File: config.mk
export PLATFORM = sky130hd
export DESIGN_NAME = serial_adder
export DESIGN_NICKNAME = d
export VERILOG_FILES = /design/src/rtl/serial_adder_pkg.sv /design/src/rtl/full_adder.sv /design/src/rtl/half_adder.sv /design/src/rtl/serial_adder.sv
export SDC_FILE = /design/constraint.sdc
export NUM_CORES = 1
export LEC_CHECK = 0
export ABC_AREA = 0
export BUFFER_PORTS_ARGS = -buffer_cell sky130_fd_sc_hd__buf_2
export CORE_MARGIN = 10
export CORE_UTILIZATION = 25
export DETAILED_ROUTE_END_ITERATION = 7
export HOLD_SLACK_MARGIN = 0.12
export MAX_ROUTING_LAYER = met4
export PLACE_DENSITY = 0.54
export SLEW_MARGIN = 25
export SYNTH_ARGS = -nofsm -noshare
export SYNTH_HDL_FRONTEND = slang
export SYNTH_HIERARCHICAL = 1
export SYNTH_SLANG_ARGS = --single-unit
File: constraint.sdc
create_clock -name clk -period 2.75 [get_ports clk]
set_clock_uncertainty 0.2 [all_clocks]
set_input_delay 0.275 -clock clk [delete_from_list [all_inputs] [get_ports clk]]
set_output_delay 0.275 -clock clk [all_outputs]
set_load 0.1 [all_outputs]
File: src/rtl/serial_adder_pkg.sv
// Shared definitions for the serial adder: FSM state encoding and default word width.
package serial_adder_pkg;

    localparam int unsigned DEFAULT_WIDTH = 8;

    typedef enum logic {
        IDLE = 1'b0,
        ADD  = 1'b1
    } state_t;

endpackage

File: src/rtl/full_adder.sv
// Full adder built from two half adders plus an OR for the carry.
// Ports: a, b, cin (operand bits and carry-in); sum_c, cout_c (sum bit, carry-out).
module full_adder (
    input  logic a,
    input  logic b,
    input  logic cin,
    output logic sum_c,
    output logic cout_c
);

    logic s0;
    logic c0;
    logic c1;

    half_adder u_ha0 (
        .a       (a),
        .b       (b),
        .sum_c   (s0),
        .carry_c (c0)
    );

    half_adder u_ha1 (
        .a       (s0),
        .b       (cin),
        .sum_c   (sum_c),
        .carry_c (c1)
    );

    // At most one half adder can generate a carry, so OR suffices.
    assign cout_c = c0 | c1;

endmodule

File: src/rtl/half_adder.sv
// Half adder: one-bit sum and carry of two inputs.
// Ports: a, b (operands); sum_c (a^b); carry_c (a&b).
module half_adder (
    input  logic a,
    input  logic b,
    output logic sum_c,
    output logic carry_c
);

    assign sum_c   = a ^ b;
    assign carry_c = a & b;

endmodule

File: src/rtl/serial_adder.sv
// Bit-serial adder: adds two LSB-first operand streams one bit per accepted cycle,
// emitting each sum bit with one cycle of latency and the parallel result per word.
// Ports:
//   clk, rst_n            clock, synchronous active-low reset
//   in_valid, in_first    bit-pair qualifier and start-of-word marker
//   a, b                  serial operand bits, LSB first
//   sum, sum_valid        registered serial sum bit and its strobe
//   result, carry_out     parallel sum and final carry of the last completed word
//   done                  one-cycle pulse when result/carry_out load
//   busy                  high while a word is partially received
//   restart               one-cycle pulse when a partial word is abandoned
module serial_adder
    import serial_adder_pkg::*;
#(
    parameter int unsigned WIDTH = DEFAULT_WIDTH
) (
    input  logic             clk,
    input  logic             rst_n,
    input  logic             in_valid,
    input  logic             in_first,
    input  logic             a,
    input  logic             b,
    output logic             sum,
    output logic             sum_valid,
    output logic [WIDTH-1:0] result,
    output logic             carry_out,
    output logic             done,
    output logic             busy,
    output logic             restart
);

    localparam int unsigned IDX_W = $clog2(WIDTH + 1);

    state_t           state;
    logic             carry;
    logic [IDX_W-1:0] idx;
    logic [WIDTH-1:0] shreg;

    logic             accept_c;
    logic             cin_c;
    logic [IDX_W-1:0] idx_nxt_c;
    logic             last_c;
    logic             s_c;
    logic             cout_c;

    // A first bit always starts a fresh word with carry-in 0; otherwise continue the word.
    always_comb begin
        accept_c  = in_valid && (in_first || (state == ADD));
        cin_c     = 1'b0;
        idx_nxt_c = IDX_W'(1);
        if ((state == ADD) && !in_first) begin
            cin_c     = carry;
            idx_nxt_c = idx + IDX_W'(1);
        end
        last_c = (idx_nxt_c == IDX_W'(WIDTH));
    end

    full_adder u_fa (
        .a      (a),
        .b      (b),
        .cin    (cin_c),
        .sum_c  (s_c),
        .cout_c (cout_c)
    );

    // FSM, carry, bit index, shift register and registered outputs.
    always_ff @(posedge clk) begin
        if (!rst_n) begin
            state     <= IDLE;
            carry     <= 1'b0;
            idx       <= '0;
            shreg     <= '0;
            sum       <= 1'b0;
            sum_valid <= 1'b0;
            result    <= '0;
            carry_out <= 1'b0;
            done      <= 1'b0;
            busy      <= 1'b0;
            restart   <= 1'b0;
        end else begin
            sum_valid <= 1'b0;
            done      <= 1'b0;
            restart   <= 1'b0;
            if (accept_c) begin
                sum       <= s_c;
                sum_valid <= 1'b1;
                // Shift in from the top so bit 0 of the word lands at shreg[0] after WIDTH bits.
                shreg     <= {s_c, shreg[WIDTH-1:1]};
                if ((state == ADD) && in_first) begin
                    restart <= 1'b1;
                end
                if (last_c) begin
                    result    <= {s_c, shreg[WIDTH-1:1]};
                    carry_out <= cout_c;
                    done      <= 1'b1;
                    state     <= IDLE;
                    busy      <= 1'b0;
                    idx       <= '0;
                    carry     <= 1'b0;
                end else begin
                    state     <= ADD;
                    busy      <= 1'b1;
                    idx       <= idx_nxt_c;
                    carry     <= cout_c;
                end
            end
        end
    end

endmodule

==> results.toml, run 1 <==
[floorplan]
pin_count = 20
die_h_um = 85.8
die_w_um = 85.8
start_util = 0.265
rows = 23
core-area_mm2 = 0.00409
die-area_mm2 = 0.00736

[route]
drc = 0
wire_per_inst_um = 12.5
viasPerCell = 4.68
drt-pass1-iter-count = 4
dr_total_vias = 908
wl_um = 2420
ant_nets = 0
drtIter0Drc = 45

[global_routing]
antenna_found_initial = 0
first_global_vias = 876
grtUsageTotal = 0.0711
grt_pass1_wl_um = 4110
grt_remaining_overflow = 0
grt_max_degree = 23

[critical_path]
cp-end-kind = "register"
crit_fanout = 18
cp.arrival_ns = 2.01
criticalPathCategory = "register to register"
required_ns = 2.75
startpoint_type = "register"

[synth]
synth-seq-cells = 25
async_flop_share = 0
ys_seq_area_frac = 0.462
avgSynthCellArea_um2 = 8.66
synth_edf_count = 0
yosysTopAreaCellShare = 0.462
yosysTopAreaCell = "dfxtp_1"
yosysUniqueCellTypes = 33
syn_inst = 125
syn_area_mm2 = 0.00108
ys.flop_type = "dfxtp_1"
synth_top_cells_by_area = "dfxtp_1 (46%), nand2_1 (9.0%), a21oi_1 (6.0%), nand3_1 (5.1%), o21ai_0 (4.2%)"
syn-num-nets = 134
synth_warnings = 6

[clocking]
cts-root-buf = "clkbuf_8"
cts_resized = 0
cts_sinks = 25
htree_levels = 1
cts_buffer_depth = 2
clock_latency_ns = 0.27
numCtsBuffers = 3
clkSlewWorstSetupHoldPaths_ns = 0.09
postCtsSetupRepairBufs = 0
cts_tree = "built"

[power_and_ir_drop]
internal_power_uw = 487
p_per_area_mw_per_mm2 = 528
p_leak_uw = 0.000504
power_frac_clock = 0.340
swShare = 0.272
p_sw_uw = 182
p_seq_frac = 0.557
pwr-share-comb = 0.103
ir_worst_vdd_v = 0.000276

[final_layout]
utilization = 0.310
layout-drive-gt1-share = 0.215
syn_to_final_growth_pct = 17.2
diodes = 0
layout_commonest_cell = "nand2_1"
nNetsFinal = 154
mostFrequentLayoutCells = "nand2_1 (26), dfxtp_1 (25), buf_2 (19)"
finalNonFillerCells = 194

[place]
pre_cts_ws_ns = 0.757
hpwlAfterDp_um = 1780
globalplace.congestion = 0.852
place_inst = 189
port_buffers = 19

[sta]
setup_viol_count_final = 0
max_freq_mhz = 498
maxSlewHeadroom = 0.674
drv_slew = 0
rsz0062_at_grt = "no"
fin_crit_sh = 0.730
tightest_slew_ns = 0.493
timing.final.ws_setup_ns = 0.743
hold_viol_final = 0
fin_setup_tns_ns = 0
fin_crit_ns = 2.01

[hold_path]
worst_hold_path_type = "input port to register"

[outcome]
run_status = "finished, final reports clean"

[flow_run]
maxCapViolations = 0
-- metal layers --
metal / GRT usage / wire [µm] / vias up
met5: - / 0 / -
met4: 0.0284 / 31 / 0
met3: 0.0274 / 92 / 5
met2: 0.118 / 1130 / 16
met1: 0.0743 / 1170 / 418
li1: - / - / 469
-- metrics by stage --
| stage | instance area (µm²) | hold WS [ns] | total power [µW] |
|---|---|---|---|
| 4_1_cts | 1270 | 0.163 | 679 |
| 6_report | 1270 | 0.166 | 670 |
| 3_3_place_gp | 1210 | 0.244 | 449 |
| 3_5_place_dp | 1210 | 0.246 | 450 |
| 2_1_floorplan | 1080 | 0.204 | 434 |
| 5_1_grt | 1270 | 0.163 | 701 |
-- final timing paths --
kind,start,slack (ns),endpoint,depth (start not counted)
min,in_first,0.17,restart,2
max,idx[0],0.74,result[5],6
max reg2reg,idx[0],0.74,result[5],6
min reg2reg,result[0],0.26,result[0],2
-- logic make-up after synthesis --
kind of cell / synth area share
buffers and inverters: 0.0520
adder cells (fa/ha/maj): 0.0347
XOR/XNOR: 0.0162
AND/OR/NAND/NOR: 0.259
AO/OA/AOI/OAI: 0.176
flip-flops: 0.462
-- worst max-delay path, cell delays in order, from the launching register on --
cell and delay, ns:
dfxtp_1 0.36, ha_1 0.28, or3b_4 0.42, a311oi_4 0.25
buf_4 0.25, nand3_1 0.10, o21ai_0 0.09
-- power by group through the flow --
stage	clock network [µW]	logic, µW	registers [µW]
after global placement	0	67.9	381
after global routing	250	76.3	374
after floorplan	0	32.6	401
after detailed placement	0	68.6	382
final	228	68.9	373
after CTS	236	70.2	373
-- cells in the mapped netlist (all sizes together), types with 2 or more instances --
library cell   n
nand2         26
dfxtp         25
a21oi         13
nand3         12
o21ai         11
clkbuf         4
buf            3
ha             3
inv            3
nor2           3
a311oi         2
and2           2
nand2b         2
nand4b         2
o31ai          2
or3b           2
-- flip-flops by register name, summed over array words and instances, names as in the netlist --
name       cells
restart        1
carry          1
state          1
carry_out      1
sum_valid      1
sum            1
result         8
idx            4
shreg          6
done           1
-- timing repair --
action                     CTS  global route
hold endpoints to repair     1             0
setup endpoints to repair    0             0
hold buffers                 1             0
-- cell type report --
type / instances / area (µm²)
Inverter: 3 / 11.3
Clock buffer: 3 / 41.3
Fill cell: 453 / 2820
Clock inverter: 1 / 7.51
Multi-Input combinational cell: 90 / 526
Sequential cell: 25 / 500
Timing Repair Buffer: 22 / 120
Tap cell: 50 / 62.6
(Power assumes the default switching activity.)
==> run 2: changes to the inputs <==
--- a/config.mk
+++ b/config.mk
@@ -12,7 +12,7 @@
 export DETAILED_ROUTE_END_ITERATION = 7
 export HOLD_SLACK_MARGIN = 0.12
 export MAX_ROUTING_LAYER = met4
-export PLACE_DENSITY = 0.54
+export PLACE_DENSITY = 0.56
 export SLEW_MARGIN = 25
 export SYNTH_ARGS = -nofsm -noshare
 export SYNTH_HDL_FRONTEND = slang
==> constraint.sdc (replaced) <==
create_clock -name clk -period 1.66 [get_ports clk]
set_clock_uncertainty 0.2 [all_clocks]
set_input_delay 0.166 -clock clk [delete_from_list [all_inputs] [get_ports clk]]
set_output_delay 0.166 -clock clk [all_outputs]
set_load 0.1 [all_outputs]
==> run 2 against run 1 <==
Design area grew 14%. Final cell count grew 5.7%. Clock-buffer cell count is the same. The run now ends with setup timing left. Die area is the same. Non-clock buffer count grew 11. Sequential share of layout area shrank 4.4 points. Power grew 72%. Combinational power grew 120%. Global-route usage is essentially flat. Worst hold slack lost 0.023 ns. Clock power grew 70%. Largest cell class unchanged.
==> results.toml, run 2 (synthesis gave the netlist of run 1 again) <==
[sta]
fin_hold_ws_ns = 0.144
max_freq_mhz = 567
tightest_slew_ns = 0.517
fin_crit_sh = 1.06
fin_crit_ns = 1.76
hold_viol_final = 0
maxSlewHeadroom = 0.654
drv_slew = 0
rsz0062_at_grt = "yes"
fin_setup_tns_ns = -0.748
timing.final.ws_setup_ns = -0.104
setup_viol_count_final = 9

[final_layout]
diodes = 0
syn_to_final_growth_pct = 33.8
layout_commonest_cell = "nand2_1"
nNetsFinal = 165
largest_register_ffs = 8
final_area_mm2 = 0.00145
utilization = 0.354
layout-drive-gt1-share = 0.329
top_register = "result"
reg_top3 = "result (8), shreg (6), idx (4)"
mostFrequentLayoutCells = "nand2_1 (26), dfxtp_1 (22), buf_2 (19)"
nFillCells = 416

[clocking]
clkSlewWorstSetupHoldPaths_ns = 0.09
cts-root-buf = "clkbuf_8"
cts_sinks = 25
cts_buffer_depth = 2
htree_levels = 1
postCtsSetupRepairBufs = 0
cts_tree = "built"
numCtsBuffers = 3
clock_latency_ns = 0.27

[global_routing]
grt_remaining_overflow = 0
grt_most_used_layer = "met2"
met2_usage = 0.112
met3_usage = 0.0265
met1_usage = 0.0764
first_global_vias = 920
grt_pass1_wl_um = 4160
grt_max_degree = 19
antenna_found_initial = 0
grtUsageTotal = 0.0711

[flow_run]
maxCapViolations = 0

[floorplan]
die_h_um = 85.8
die_w_um = 85.8
core-area_mm2 = 0.00409
pin_count = 20
die-area_mm2 = 0.00736
rows = 23
start_util = 0.265

[place]
placed_area_mm2 = 0.00132
globalplace.congestion = 0.832
port_buffers = 19
hpwlAfterDp_um = 1910

[outcome]
violations = "setup timing"
run_status = "finished with violations"

[critical_path]
crit_fanout = 18
criticalPathCategory = "register to register"
cp_slowest_cell = "or3b_4"
slowest_delay_ns = 0.39
crit_chain = "ha_4 > or3b_4 > a311oi_4 > buf_12 > nand3_1 > o21ai_0"
crit_buf_inv = 1
cp.arrival_ns = 1.77
startpoint_type = "register"
cp-end-kind = "register"
r2r_slack_ns = -0.10
critPathTopFamily = "simple AND/OR/NAND/NOR gates"
required_ns = 1.67

[power_and_ir_drop]
ir_worst_vdd_v = 0.000307
p_per_area_mw_per_mm2 = 798
p_leak_uw = 0.000591
total_power_uw = 1160

[route]
wire_per_inst_um = 12.4
viasPerCell = 4.62
ant_nets = 0
drc = 0
dr_total_vias = 947
wl_um = 2540
drtIter0Drc = 89
drt-pass1-iter-count = 4

[hold_path]
worst_hold_path_type = "input port to register"
## run 2: power by group
group | total, µW | switching (µW) | internal [µW] | leakage, µW
clock | 388 | 211 | 176 | 0.0000261
sequential | 614 | 6.30 | 608 | 0.000204
combinational | 153 | 99.7 | 53.2 | 0.000361
total | 1160 | 317 | 838 | 0.000591
## run 2: what timing repair did
item / 4_1_cts / 5_1_grt
pin swaps: 2 / 2
gates resized for setup: 4 / 4
hold endpoints to repair: 6 / 0
endpoints found under the setup margin: 11 / 12
hold buffers: 3 / 0
## run 2: path summary, 6_finish.rpt
path	start	endpoint	cells past startpoint
setup / recovery	idx[0]	result[6]	6
hold / removal	in_first	idx[1]	4
setup reg to reg	idx[0]	result[6]	6
hold reg to reg	result[7]	result[7]	2
## run 2: cell type report
type / count / area [µm²] / share of cell area
Clock buffer: 3 / 41.3 / 0.0285
Inverter: 3 / 11.3 / 0.00778
Clock inverter: 1 / 8.76 / 0.00605
Timing Repair Buffer: 33 / 220 / 0.152
Sequential cell: 25 / 507 / 0.350
Multi-Input combinational cell: 90 / 597 / 0.412
Tap cell: 50 / 62.6 / 0.0432
## run 2: stage by stage
step,setup slack [ns],instances
after global routing,-0.161,205
after detailed placement,-0.0750,198
final,-0.104,205
after global placement,-0.0813,198
after CTS,-0.0974,205
after floorplan,-0.164,125
## run 2: metal layers
metal | wire (µm) | part of all wire
met3 | 182 | 0.072
met5 | 0 | 0
met1 | 1120 | 0.44
met2 | 1170 | 0.46
met4 | 61 | 0.024
## run 2: worst register-to-register path, stage by stage, from the launching register on
cell      delay, ns
dfxtp_2        0.34
ha_4           0.16
or3b_4         0.39
a311oi_4       0.25
buf_12         0.18
nand3_1        0.09
o21ai_0        0.08
